[src/rtl/pc_seq_if.sv]
// Fetch handshake between the PC sequencer (master) and the instruction fetch unit (slave).
interface pc_seq_if;
   logic        if_req;
   logic        if_ready;
   logic [31:0] pc;

   modport master (output if_req, output pc, input if_ready);
   modport slave  (input if_req, input pc, output if_ready);
endinterface

[src/rtl/pc_seq.sv]
// Fetch-side PC sequencer: sequential fetch, branch/jump redirect with MIPS delay slot,
// fetch handshake and decode-stall handling; drives the immediate extender from ID.
module pc_seq #(
   parameter logic [31:0] RESET_PC = 32'h0000_3000
) (
   input  logic        clk,
   input  logic        rst_n,
   pc_seq_if.master    fetch,
   input  logic        id_valid,
   input  logic [31:0] inst,
   input  logic        stall,
   output logic [2:0]  ext_op,
   output logic [25:0] ext_din,
   input  logic [31:0] ext,
   input  logic [31:0] rs_data,
   input  logic        br_cond,
   output logic        redirect
);

   typedef enum logic [2:0] {
      EXT_NONE = 3'b000,
      EXT_Z    = 3'b001,
      EXT_S    = 3'b010,
      EXT_B    = 3'b011,
      EXT_J    = 3'b100,
      EXT_L    = 3'b101,
      EXT_I    = 3'b110
   } ext_op_e;

   typedef enum logic [0:0] {
      SEQ  = 1'b0,
      SLOT = 1'b1
   } state_e;

   state_e      state_q, state_d;
   logic [31:0] pc_q, pc_d;
   logic [31:0] id_pc_q, id_pc_d;
   logic [31:0] tgt_q, tgt_d;
   logic        in_slot_q, in_slot_d;
   logic        redirect_q, redirect_d;

   logic [5:0]  opcode;
   logic [5:0]  funct;
   ext_op_e     ext_op_c;
   logic        is_jr;
   logic        accept;
   logic        take;
   logic [31:0] id_pc_plus4;
   logic [31:0] target;

   assign opcode  = inst[31:26];
   assign funct   = inst[5:0];
   assign ext_din = inst[25:0];
   assign ext_op  = ext_op_c;

   always_comb begin
      ext_op_c = EXT_NONE;
      case (opcode)
         6'b000000: begin
            if (funct == 6'b000000 || funct == 6'b000010 || funct == 6'b000011)
               ext_op_c = EXT_I;
         end
         6'b001000, 6'b001001, 6'b001010, 6'b001011,
         6'b100000, 6'b100011, 6'b100100, 6'b101000, 6'b101011: ext_op_c = EXT_S;
         6'b001100, 6'b001101, 6'b001110:                       ext_op_c = EXT_Z;
         6'b001111:                                             ext_op_c = EXT_L;
         6'b000001, 6'b000100, 6'b000101, 6'b000110, 6'b000111: ext_op_c = EXT_B;
         6'b000010, 6'b000011:                                  ext_op_c = EXT_J;
         default:                                               ext_op_c = EXT_NONE;
      endcase
   end

   assign is_jr       = (opcode == 6'b000000) && (funct == 6'b001000 || funct == 6'b001001);
   assign fetch.if_req = rst_n & ~stall;
   assign fetch.pc    = pc_q;
   assign accept      = fetch.if_req & fetch.if_ready;
   assign id_pc_plus4 = id_pc_q + 32'd4;
   assign redirect    = redirect_q;

   always_comb begin
      target = rs_data;
      if (ext_op_c == EXT_B)
         target = id_pc_plus4 + ext;
      else if (ext_op_c == EXT_J)
         target = {id_pc_plus4[31:28], ext[27:0]};
   end

   // A transfer sitting in a delay slot, or decoded while a target is already pending, is ignored.
   assign take = (state_q == SEQ) & id_valid & ~stall & ~in_slot_q &
                 (((ext_op_c == EXT_B) & br_cond) | (ext_op_c == EXT_J) | is_jr);

   always_comb begin
      state_d    = state_q;
      pc_d       = pc_q;
      id_pc_d    = id_pc_q;
      tgt_d      = tgt_q;
      in_slot_d  = in_slot_q;
      redirect_d = 1'b0;
      if (accept) begin
         id_pc_d   = pc_q;
         in_slot_d = 1'b0;
      end
      case (state_q)
         SEQ: begin
            if (accept && take) begin
               pc_d       = target;
               redirect_d = 1'b1;
               in_slot_d  = 1'b1;
            end else if (accept) begin
               pc_d = pc_q + 32'd4;
            end else if (take) begin
               tgt_d   = target;
               state_d = SLOT;
            end
         end
         SLOT: begin
            if (accept) begin
               pc_d       = tgt_q;
               redirect_d = 1'b1;
               in_slot_d  = 1'b1;
               state_d    = SEQ;
            end
         end
         default: state_d = SEQ;
      endcase
   end

   always_ff @(posedge clk) begin
      if (!rst_n) begin
         state_q    <= SEQ;
         pc_q       <= RESET_PC;
         id_pc_q    <= RESET_PC;
         tgt_q      <= '0;
         in_slot_q  <= 1'b0;
         redirect_q <= 1'b0;
      end else begin
         state_q    <= state_d;
         pc_q       <= pc_d;
         id_pc_q    <= id_pc_d;
         tgt_q      <= tgt_d;
         in_slot_q  <= in_slot_d;
         redirect_q <= redirect_d;
      end
   end

endmodule
[src/flat_wrapper.sv]
// flat-port wrapper written by rule: the top's interface ports become plain ports
module pc_seq_flat 
#(
   parameter logic [31:0] RESET_PC = 32'h0000_3000
)
  (clk, rst_n, id_valid, inst, stall, ext_op, ext_din, ext, rs_data, br_cond, redirect, fetch_if_req, fetch_pc, fetch_if_ready);
  pc_seq_if fetch_i ();
  input  logic clk;
  input  logic rst_n;
  input  logic id_valid;
  input  logic [31:0] inst;
  input  logic stall;
  output logic [2:0] ext_op;
  output logic [25:0] ext_din;
  input  logic [31:0] ext;
  input  logic [31:0] rs_data;
  input  logic br_cond;
  output logic redirect;
  output wire logic [$bits(fetch_i.if_req)-1:0] fetch_if_req;
  output wire logic [$bits(fetch_i.pc)-1:0] fetch_pc;
  input wire logic [$bits(fetch_i.if_ready)-1:0] fetch_if_ready;
  assign fetch_if_req = fetch_i.if_req;
  assign fetch_pc = fetch_i.pc;
  assign fetch_i.if_ready = fetch_if_ready;
  pc_seq #(.RESET_PC(RESET_PC)) u_core (.clk(clk), .rst_n(rst_n), .fetch(fetch_i), .id_valid(id_valid), .inst(inst), .stall(stall), .ext_op(ext_op), .ext_din(ext_din), .ext(ext), .rs_data(rs_data), .br_cond(br_cond), .redirect(redirect));
endmodule
[config.mk]
export PLATFORM = sky130hd
export DESIGN_NAME = pc_seq_flat
export DESIGN_NICKNAME = d
export VERILOG_FILES = /design/src/rtl/pc_seq_if.sv /design/src/rtl/pc_seq.sv /design/src/flat_wrapper.sv
export SDC_FILE = /design/constraint.sdc
export NUM_CORES = 1
export LEC_CHECK = 0
export ABC_AREA = 1
export ABC_CLOCK_PERIOD_IN_PS = 3100
export CORE_MARGIN = 3
export CORE_UTILIZATION = 35
export DETAILED_ROUTE_END_ITERATION = 16
export GPL_TIMING_DRIVEN = 0
export SYNTH_ARGS = -nofsm -noshare
export SYNTH_HDL_FRONTEND = slang
export SYNTH_SLANG_ARGS = --single-unit
[constraint.sdc]
create_clock -name clk -period 3.1 [get_ports clk]
set_clock_uncertainty 0.15 [all_clocks]
set_input_delay 0.465 -clock clk [delete_from_list [all_inputs] [get_ports clk]]
set_output_delay 0.465 -clock clk [all_outputs]
set_load 0.005 [all_outputs]
==> results of run 1 <==
==> power by group through the flow <==
| stage | Clock [mW] | Sequential [mW] | Combinational [mW] |
|---|---|---|---|
| floorplan | 0 | 1.32 | 0.268 |
| global placement | 0 | 1.32 | 0.538 |
| detailed placement | 0 | 1.32 | 0.539 |
| CTS | 1.31 | 1.29 | 0.590 |
| global route | 1.35 | 1.29 | 0.716 |
| finish | 1.30 | 1.29 | 0.667 |
==> cell families (layout without fill, tap and decap cells) <==
logic type | count (synthesis) | in the layout | share of synthesized area
compound gates | 245 | 245 | 0.158
xor+xnor | 56 | 56 | 0.0575
fa+ha+maj | 40 | 40 | 0.0595
buf+inv | 273 | 473 | 0.140
flops | 99 | 99 | 0.232
simple gates | 714 | 714 | 0.354
==> per-stage QoR <==
step,area (um2),utilization
6_report,12400,0.521
5_1_grt,12400,0.521
4_1_cts,11500,0.483
3_5_place_dp,10400,0.437
3_3_place_gp,10400,0.437
2_1_floorplan,8540,-
==> state kept, by name, summed over array words and instances (netlist names) <==
register	flops
u_core.redirect	1
u_core.in_slot_q	1
u_core.tgt_q	32
u_core.id_pc_q	32
u_core.fetch.pc	32
u_core.state_q	1
==> path summary, 6_finish.rpt <==
path / from / end / slack, ns / cells past startpoint
setup / recovery: u_core.id_pc_q[2] / u_core.fetch.pc[31] / -0.28 / 28
hold / removal: u_core.in_slot_q / u_core.in_slot_q / 0.32 / 2
setup reg to reg: u_core.id_pc_q[2] / u_core.fetch.pc[31] / -0.28 / 28
hold reg to reg: u_core.in_slot_q / u_core.in_slot_q / 0.32 / 2
==> worst reg2reg max path: cells and delay by family (launching register included) <==
| family | cells | cell delay [ns] |
|---|---|---|
| buffers and inverters | 5 | 0.32 |
| adder cells (fa/ha/maj) | 2 | 0.45 |
| flip-flops | 1 | 0.39 |
| AND/OR/NAND/NOR | 21 | 1.96 |
==> what timing repair did <==
action,CTS,global route
endpoints found under the setup margin,40,48
gates cloned,0,0
buffers inserted,19,23
pin swaps,54,81
resized for setup,152,189
==> final cells by class <==
type | count | area [um2]
Clock inverter | 6 | 114
Timing Repair Buffer | 186 | 1780
Tap cell | 319 | 399
Inverter | 203 | 767
Fill cell | 2345 | 11400
Buffer | 69 | 428
Clock buffer | 9 | 225
Sequential cell | 99 | 2010
Multi-Input combinational cell | 1055 | 6660
==> synthesized netlist by cell type, drive strengths merged <==
| library cell | number | area [um2] |
|---|---|---|
| o22ai | 19 | 119 |
| and3 | 2 | 12.5 |
| nand3 | 119 | 606 |
| nand4 | 14 | 87.6 |
| o21ai | 105 | 529 |
| o211ai | 14 | 105 |
| ha | 39 | 488 |
| a31oi | 4 | 25.0 |
| and2 | 2 | 12.5 |
| clkbuf | 21 | 78.8 |
| nor4 | 5 | 37.5 |
| a21boi | 3 | 22.5 |
| buf | 49 | 350 |
| a22o | 2 | 17.5 |
| o41ai | 1 | 8.76 |
| a21oi | 88 | 452 |
| fa | 1 | 20.0 |
| dfxtp | 99 | 1980 |
| o21bai | 7 | 52.6 |
| nand3b | 4 | 30.0 |
| xor2 | 54 | 473 |
| nor2 | 182 | 713 |
| a22oi | 1 | 7.51 |
| o21a | 1 | 7.51 |
| nor3 | 29 | 165 |
| xnor2 | 2 | 17.5 |
| or2 | 3 | 18.8 |
| inv | 203 | 762 |
| nand2 | 354 | 1340 |
==> layer usage <==
layer  GRT usage  vias up  part of all wire
li1            -     4963                 -
met1       0.348     4530              0.45
met2       0.402      391              0.46
met3      0.0421       37             0.077
met4      0.0547        0             0.015
met5           0        -                 0
==> results by group, run 1 <==
Clock tree
  • Largest buffer count on any clock path: 2
  • Clock tree from TritonCTS: yes
  • Clock net sink count: 99
  • Number of hold buffers added after cts: 0
  • Root Driver: sky130_fd_sc_hd__clkbuf_16
  • Insertion delay to the later sink of the worst-skew pair: 0.35 ns
  • H-tree depth: 3
  • Clock buffer count from CTS: 9
  • Clock-pin transition on the worst setup and hold timing paths: around 0.070 ns

STA
  • Shortest clock period the worst path allows after layout: 3.38 ns
  • Pin slew with the least headroom to its limit: 0.719 ns
  • Post-route worst setup slack: -0.282 ns
  • Max-slew headroom at the worst pin: 0.520
  • Unrepaired setup endpoints after global routing: yes
  • Number of hold violations in the final report: 0
  • Setup violations, final: 28
  • Period Utilization, post-route: 1.09
  • Number of max-slew violations in the final report: 0
  • Worst Hold Margin: approximately 0.32 ns
  • Setup TNS: -3.66 ns
  • Max Freq: 0.296 GHz

Route
  • Detail Route Antenna Nets: 0
  • Detailed Route WL: about 35000 um
  • First-pass iteration count of the detailed router: 5
  • Average vias per placed instance: approximately 5
  • Via Count: between 9000 and 10000
  • Number of DRC markers in iteration 0: approximately 800
  • Number of remaining DRC errors: 0
  • Routed length per instance: approximately 18 um

Yosys
  • Yosys reg bits: between 90 and 100
  • Unique masters post-synth: 42
  • Per-instance average area after synthesis: approximately 6.0 um2
  • Yosys warning total: 0
  • Cell count after synthesis: ~1400
  • Synth Cell Area: 8540 um2
  • Sequential area share after synthesis: 0.232
  • Synth Net Count: 1569

Floorplan
  • Ports placed on the boundary: roughly 170
  • Die Area: 26300 um2
  • Width of the chip: 162 um
  • CORE AREA: around 24000 um2
  • Die height: 162 um
  • Total number of placement rows: 56
  • Initial cell density of the core: 0.359

GRT
  • Number of global-route vias before repair: a little over 9000
  • Largest net degree at the start of global routing: 20
  • Sum of overflow across all layers after global routing: 0
  • Total routing usage reported by global routing: 0.249
  • Number of antenna violations at the first check in global routing: 0
  • Global-route wire length before repair: between 50000 and 60000 um

Worst setup path
  • Most Frequent Cell on Critical Path: sky130_fd_sc_hd__nand2_2
  • Kind of start point of the critical path: flop
  • Max FO, Critical Path: 4
  • Sort of element at the end of the critical path: flop
  • Data arrival time at the worst-slack endpoint: roughly 3.5 ns
  • Required time of the worst setup path: 3.20 ns
  • Slowest cell on the critical path: sky130_fd_sc_hd__dfxtp_4
  • Critical setup path kind: reg -> reg
  • Worst path top cell family by delay: simple AND/OR/NAND/NOR gates
  • Maximum single-stage delay on the critical path: 0.39 ns
  • Buffers plus inverters on the worst setup path: 5

Power and ir drop
  • Largest vdd supply drop: around 0.23 mV
  • Clock network fraction of design power: 0.399
  • Power Total: ~3.3 mW
  • Portion of total power attributed to sequential cells: 0.396
  • Internal cell power: between 2 and 2.5 mW
  • Fraction of power spent switching nets: 0.274
  • Net switching power: 892 uW
  • Ratio of total power to cell area: around 260 nW/um2
  • Static leakage power: about 5.4 nW
  • Combinational share of power: 0.205

Place
  • RePlAce Congestion: just over 0.9
  • Placed Cells incl. Taps: 1890
  • Number of I/O port buffers: about 140
  • Setup WS pre-CTS: -0.809 ns
  • HPWL after detailed placement: 27200 um

Status
  • Violations in the final reports: negative setup slack
  • Result of the run: finished, violations left

Finish
  • Commonest non-fill, non-tap cells in the layout: sky130_fd_sc_hd__nand2_1, sky130_fd_sc_hd__inv_1, sky130_fd_sc_hd__clkdlybuf4s50_1, sky130_fd_sc_hd__nor2_1, sky130_fd_sc_hd__dfxtp_1
  • Layout cells sized above 1: 0.239
  • Most common cell after layout, fill and taps aside: sky130_fd_sc_hd__nand2_1
  • Area Overhead vs Synth: 45.0%
  • Count of non-filler cells in the finished layout: between 1500 and 2000
  • Number of nets in the layout: approximately 1800
  • Number of diodes: 0

Hold path
  • Type of the tightest min-delay check: reg -> reg

Flow run
  • Max Cap Viol: 0
Power figures use the tool's default switching activity.
==> run 2: changes to the inputs <==
CORE_UTILIZATION = 33   (was 35)
==> run 2 against run 1 <==
Effect of this change:
- the run still ends with negative setup slack left
- critical path depth shrank 3
- setup slack lost 0.0049 ns
- count of clock-buffer cells in the layout is the same
- die area rose by 5.8%
- clock power about the same
- total power shrank 1.7%
- via count decreased by 0.24%
==> results by group, run 2 (synthesis results as in run 1) <==
Status
  • Result of the run: finished, violations left
  • Violations in the final reports: negative setup slack

Power and ir drop
  • Portion of total power attributed to sequential cells: 0.402
  • Ratio of total power to cell area: about 260 nW/um2
  • Largest vdd supply drop: 0.299 mV
  • Net switching power: about 910 uW
  • Clock network fraction of design power: 0.395
  • Internal cell power: 2.29 mW
  • Static leakage power: 5.37 nW
  • Fraction of power spent switching nets: 0.284
  • Power Total: ~3.2 mW
  • Combinational share of power: 0.202

STA
  • Period Utilization, post-route: 1.09
  • Max-slew headroom at the worst pin: 0.486
  • Shortest clock period the worst path allows after layout: about 3.4 ns
  • Number of max-slew violations in the final report: 0
  • Post-route worst setup slack: -0.286 ns
  • Setup violations, final: 32
  • Pin slew with the least headroom to its limit: about 0.76 ns
  • Unrepaired setup endpoints after global routing: yes
  • Max Freq: 0.295 GHz
  • Number of hold violations in the final report: 0

Worst setup path
  • Worst path top cell family by delay: simple AND/OR/NAND/NOR gates
  • Max FO, Critical Path: 4
  • Required time of the worst setup path: approximately 3.2 ns
  • Sort of element at the end of the critical path: flop
  • Critical setup path kind: reg -> reg
  • Maximum single-stage delay on the critical path: a little under 0.4 ns
  • Kind of start point of the critical path: flop
  • Buffers plus inverters on the worst setup path: 4
  • Slowest cell on the critical path: sky130_fd_sc_hd__dfxtp_2
  • Data arrival time at the worst-slack endpoint: 3.49 ns

Floorplan
  • Ports placed on the boundary: 165
  • Die Area: about 28000 um2
  • CORE AREA: 25300 um2
  • Total number of placement rows: just under 60
  • Initial cell density of the core: 0.337
  • Die height: ~170 um
  • Width of the chip: between 150 and 200 um

Clock tree
  • H-tree depth: 3
  • Insertion delay to the later sink of the worst-skew pair: 0.35 ns
  • Clock net sink count: 99
  • Clock tree from TritonCTS: yes
  • Largest buffer count on any clock path: 2
  • Clock-pin transition on the worst setup and hold timing paths: about 0.070 ns
  • Clock buffer count from CTS: 9
  • Root Driver: sky130_fd_sc_hd__clkbuf_16
  • Number of hold buffers added after cts: 0

Finish
  • Most common cell after layout, fill and taps aside: sky130_fd_sc_hd__nand2_1
  • Area Overhead vs Synth: 42.1%
  • Commonest non-fill, non-tap cells in the layout: sky130_fd_sc_hd__nand2_1, sky130_fd_sc_hd__inv_1, sky130_fd_sc_hd__nor2_1, sky130_fd_sc_hd__clkdlybuf4s50_1, sky130_fd_sc_hd__dfxtp_1
  • Number of diodes: 0
  • Layout cells sized above 1: 0.218
  • Number of nets in the layout: roughly 1800
  • Fillcell total: around 2600

GRT
  • Largest net degree at the start of global routing: 19
  • Total routing usage reported by global routing: 0.234
  • Global-route wire length before repair: ~51000 um
  • Number of antenna violations at the first check in global routing: 0
  • Sum of overflow across all layers after global routing: 0
  • Number of global-route vias before repair: a little over 9000

Place
  • RePlAce Congestion: ~0.96
  • Setup WS pre-CTS: -0.793 ns
  • Number of I/O port buffers: ~140
  • HPWL after detailed placement: around 28000 um

Route
  • Detailed Route WL: approximately 35000 um
  • Number of DRC markers in iteration 0: 982
  • Average vias per placed instance: 5.06
  • Routed length per instance: ~18 um
  • Detail Route Antenna Nets: 0
  • Via Count: roughly 10000
  • First-pass iteration count of the detailed router: 6
  • Number of remaining DRC errors: 0

Hold path
  • Type of the tightest min-delay check: reg -> reg

Flow run
  • Max Cap Viol: 0
==> run 2: changes by cell type in the layout (fill, tap and decap cells not counted), sizes merged <==
cell	change
bufinv	-1
buf	-2
clkinv	+2
clkinvlp	-2
inv	+2
==> run 2: worst paths after layout <==
kind | end | slack [ns] | from | cells past startpoint
worst max-delay path | u_core.fetch.pc[31] | -0.29 | u_core.id_pc_q[5] | 25
worst min-delay path | u_core.in_slot_q | 0.32 | u_core.in_slot_q | 2
worst max register to register | u_core.fetch.pc[31] | -0.29 | u_core.id_pc_q[5] | 25
worst min register to register | u_core.in_slot_q | 0.32 | u_core.in_slot_q | 2
==> run 2: per-layer routing <==
metal,vias to the layer above,GRT usage,part of all wire
li1,4963,-,-
met2,390,0.378,0.45
met4,0,0.0491,0.018
met3,37,0.0318,0.074
met1,4507,0.334,0.46
met5,-,0,0
==> run 2: cell type report <==
| type | count | area (um2) | area share |
|---|---|---|---|
| sequential | 99 | 2010 | 0.165 |
| timing repair buffer | 183 | 1750 | 0.144 |
| buffer | 70 | 433 | 0.0357 |
| clock inverter | 7 | 106 | 0.00876 |
| tap | 330 | 413 | 0.0340 |
| clock buffer | 9 | 225 | 0.0186 |
| multi-input combinational | 1055 | 6440 | 0.531 |
| inverter | 203 | 762 | 0.0628 |
==> run 2: what timing repair did <==
| item | in CTS | in global routing |
|---|---|---|
| pin swaps | 37 | 78 |
| endpoints found under the setup margin | 41 | 47 |
| buffers inserted | 15 | 24 |
| resized for setup | 109 | 188 |
==> run 2: power groups by stage <==
stage / logic, mW / clock network, mW / registers [mW]
finish: 0.648 / 1.27 / 1.29
global route: 0.696 / 1.32 / 1.29
CTS: 0.573 / 1.27 / 1.29
detailed placement: 0.542 / 0 / 1.32
global placement: 0.542 / 0 / 1.32
floorplan: 0.268 / 0 / 1.32
==> run 2: worst register-to-register path: cells and delay by family (launching register included) <==
kind                     cells  cell delay (ns)
AO/OA/AOI/OAI                1             0.15
XOR/XNOR                     1             0.16
adder cells (fa/ha/maj)      1             0.35
buffers and inverters        4             0.43
flip-flops                   1             0.39
AND/OR/NAND/NOR             18             1.62
==> run 2: through the flow <==
stage	TNS, ns	util	area [um2]	instances	hold WS (ns)
3_3_place_gp	-17.88	0.410	10400	1901	0.307
4_1_cts	-6.34	0.444	11200	1932	0.325
6_report	-4.37	0.479	12100	1956	0.319
3_5_place_dp	-19.41	0.410	10400	1901	0.315
5_1_grt	-10.16	0.479	12100	1956	0.337
2_1_floorplan	0	-	8540	1427	0.294
==> run 3: changes to the inputs <==
ABC_CLOCK_PERIOD_IN_PS = 3350   (was 3100)
TNS_END_PERCENT = 20   (was not set)
clock period = 3.35 ns   (was 3.1 ns; I/O delays follow)
==> run 3 against run 2 <==
Effect of this change:
- the flow still finishes with violations (negative setup slack)
- count of clock-buffer cells in the layout unchanged
- sequential share of layout area grew 0.96 points
- non-clock buffer count down 21
- total power decreased by 9.0%
==> results by group, run 3 (synthesis results as in run 1) <==
Place
  • Number of I/O port buffers: roughly 140
  • HPWL after detailed placement: between 20000 and 30000 um
  • RePlAce Congestion: 0.958

Worst setup path
  • Kind of start point of the critical path: flop
  • Max FO, Critical Path: 5
  • Ordered list of cells on the worst path: buf_4, nand2_2, nor2_1, nand2_1, nor3_4, nand4_1, xor2_1, ha_1, nand2_1, nor2_1, inv_1, nor2_2, and3_1, nand2_1, nand3_1, nand2_1, nand3_2, nand3_1, nand2_1, nand2_1
  • Critical setup path kind: reg -> reg
  • Worst path top cell family by delay: simple AND/OR/NAND/NOR gates
  • Required time of the worst setup path: about 3.5 ns
  • Most Frequent Cell on Critical Path: sky130_fd_sc_hd__nand2_1
  • Sort of element at the end of the critical path: flop
  • Data arrival time at the worst-slack endpoint: 3.51 ns
  • Slowest cell on the critical path: sky130_fd_sc_hd__ha_1
  • Buffers plus inverters on the worst setup path: 2
  • Maximum single-stage delay on the critical path: approximately 0.40 ns

Power and ir drop
  • Ratio of total power to cell area: 255 nW/um2
  • Static leakage power: between 5 and 6 nW
  • Power Total: just under 3 mW
  • Largest vdd supply drop: approximately 0.29 mV

GRT
  • Met3 Resource Use GR: 0.0316
  • Total routing usage reported by global routing: 0.233
  • Number of antenna violations at the first check in global routing: 0
  • Largest net degree at the start of global routing: 19
  • Busiest layer in global routing: met2
  • Fraction of met2 tracks used by global routing: 0.375
  • Global-route wire length before repair: approximately 50000 um
  • Sum of overflow across all layers after global routing: 0
  • Global Route met1 Usage: 0.333
  • Number of global-route vias before repair: roughly 9000

Hold path
  • Type of the tightest min-delay check: reg -> reg

Route
  • Via Count: roughly 9700
  • Number of remaining DRC errors: 0
  • Average vias per placed instance: between 5 and 6
  • Routed length per instance: 17.5 um
  • First-pass iteration count of the detailed router: 5
  • Detail Route Antenna Nets: 0
  • Detailed Route WL: 33900 um
  • Number of DRC markers in iteration 0: about 910

STA
  • Max-slew headroom at the worst pin: 0.456
  • Setup violations, final: 3
  • Max Freq: approximately 0.3 GHz
  • Number of hold violations in the final report: 0
  • Worst Hold Margin: 0.318 ns
  • Period Utilization, post-route: 1.02
  • Unrepaired setup endpoints after global routing: yes
  • Number of max-slew violations in the final report: 0
  • Shortest clock period the worst path allows after layout: approximately 3.4 ns
  • Pin slew with the least headroom to its limit: just over 0.8 ns
  • Post-route worst setup slack: -0.0506 ns

Finish
  • Fillcell total: 2697
  • Final standard cell utilization of the core: 0.452
  • Most common cell after layout, fill and taps aside: sky130_fd_sc_hd__nand2_1
  • Commonest non-fill, non-tap cells in the layout: sky130_fd_sc_hd__nand2_1, sky130_fd_sc_hd__inv_1, sky130_fd_sc_hd__nor2_1, sky130_fd_sc_hd__clkdlybuf4s50_1, sky130_fd_sc_hd__nand3_1
  • Number of nets in the layout: 1742
  • Number of diodes: 0
  • Layout cells sized above 1: 0.147
  • Combined area of the multi-input logic cells: a little under 6000 um2
  • Register cell area after layout: 2000 um2
  • Area Overhead vs Synth: 34.1%

Status
  • Violations in the final reports: negative setup slack
  • Result of the run: finished, violations left

Floorplan
  • Ports placed on the boundary: ~170
  • Die height: 167 um
  • Die Area: between 20000 and 30000 um2
  • Total number of placement rows: 58
  • Width of the chip: 167 um
  • Initial cell density of the core: 0.337
  • CORE AREA: 25300 um2

Clock tree
  • Clock-pin transition on the worst setup and hold timing paths: 0.07 ns
  • Clock buffer count from CTS: 9
  • Insertion delay to the later sink of the worst-skew pair: 0.36 ns
  • Root Driver: sky130_fd_sc_hd__clkbuf_16
  • Clock net sink count: 99
  • Largest buffer count on any clock path: 2
  • Clock tree from TritonCTS: yes
  • H-tree depth: 3

Flow run
  • Max Cap Viol: 0
run 3: stage by stage:
stage / setup WS [ns] / TNS, ns / instance area [um2] / std cells
finish: -0.0506 / -0.0736 / 11400 / 1935
global route: -0.219 / -3.60 / 11400 / 1935
floorplan: 0.351 / 0 / 8540 / 1427
CTS: -0.0810 / -0.350 / 11100 / 1930
detailed placement: -0.543 / -9.06 / 10400 / 1901
global placement: -0.557 / -7.74 / 10400 / 1901
run 3: layer usage:
| metal | routed length [um] | vias up |
|---|---|---|
| met4 | 585 | 0 |
| met3 | 2250 | 35 |
| met1 | 16000 | 4375 |
| met2 | 15000 | 351 |
| li1 | - | 4922 |
| met5 | 0 | - |
run 3: power by group:
group          switching (mW)  leakage [nW]  internal, mW
clock                   0.503         0.163         0.669
sequential            0.00953         0.804          1.18
combinational           0.304          4.17         0.247
run 3: cell type report:
class	count	area share
clock inverters	7	0.00929
well taps	330	0.0361
clock buffers	9	0.0197
plain buffers	70	0.0376
multi-input cells	1055	0.518
flip-flops and latches	99	0.175
inverters	203	0.0668
repair buffers	162	0.138
run 3: final timing paths:
path / slack, ns / cells after the start / to / from
worst max-delay path: -0.05 / 20 / u_core.fetch.pc[25] / u_core.id_pc_q[4]
worst min-delay path: 0.32 / 2 / u_core.in_slot_q / u_core.in_slot_q
worst max register to register: -0.05 / 20 / u_core.fetch.pc[25] / u_core.id_pc_q[4]
worst min register to register: 0.32 / 2 / u_core.in_slot_q / u_core.in_slot_q
run 3: what timing repair did:
action                                  in CTS  in global routing
pin swaps                                   35                 36
gates resized for setup                     85                 80
endpoints found under the hold margin        0                  0
hold buffers                                 0                  0
endpoints found under the setup margin      29                 45
setup buffers                               13                  5
run 3: worst register-to-register path: stages, from the launching register on:
cell,delay [ns]
sky130_fd_sc_hd__dfxtp_4,0.39
sky130_fd_sc_hd__buf_4,0.12
sky130_fd_sc_hd__nand2_2,0.08
sky130_fd_sc_hd__nor2_1,0.13
sky130_fd_sc_hd__nand2_1,0.12
sky130_fd_sc_hd__nor3_4,0.25
sky130_fd_sc_hd__nand4_1,0.19
sky130_fd_sc_hd__xor2_1,0.19
sky130_fd_sc_hd__ha_1,0.40
sky130_fd_sc_hd__nand2_1,0.14
sky130_fd_sc_hd__nor2_1,0.12
sky130_fd_sc_hd__inv_1,0.09
sky130_fd_sc_hd__nor2_2,0.12
sky130_fd_sc_hd__and3_1,0.16
sky130_fd_sc_hd__nand2_1,0.11
sky130_fd_sc_hd__nand3_1,0.09
sky130_fd_sc_hd__nand2_1,0.06
sky130_fd_sc_hd__nand3_2,0.12
sky130_fd_sc_hd__nand3_1,0.14
sky130_fd_sc_hd__nand2_1,0.09
sky130_fd_sc_hd__nand2_1,0.04
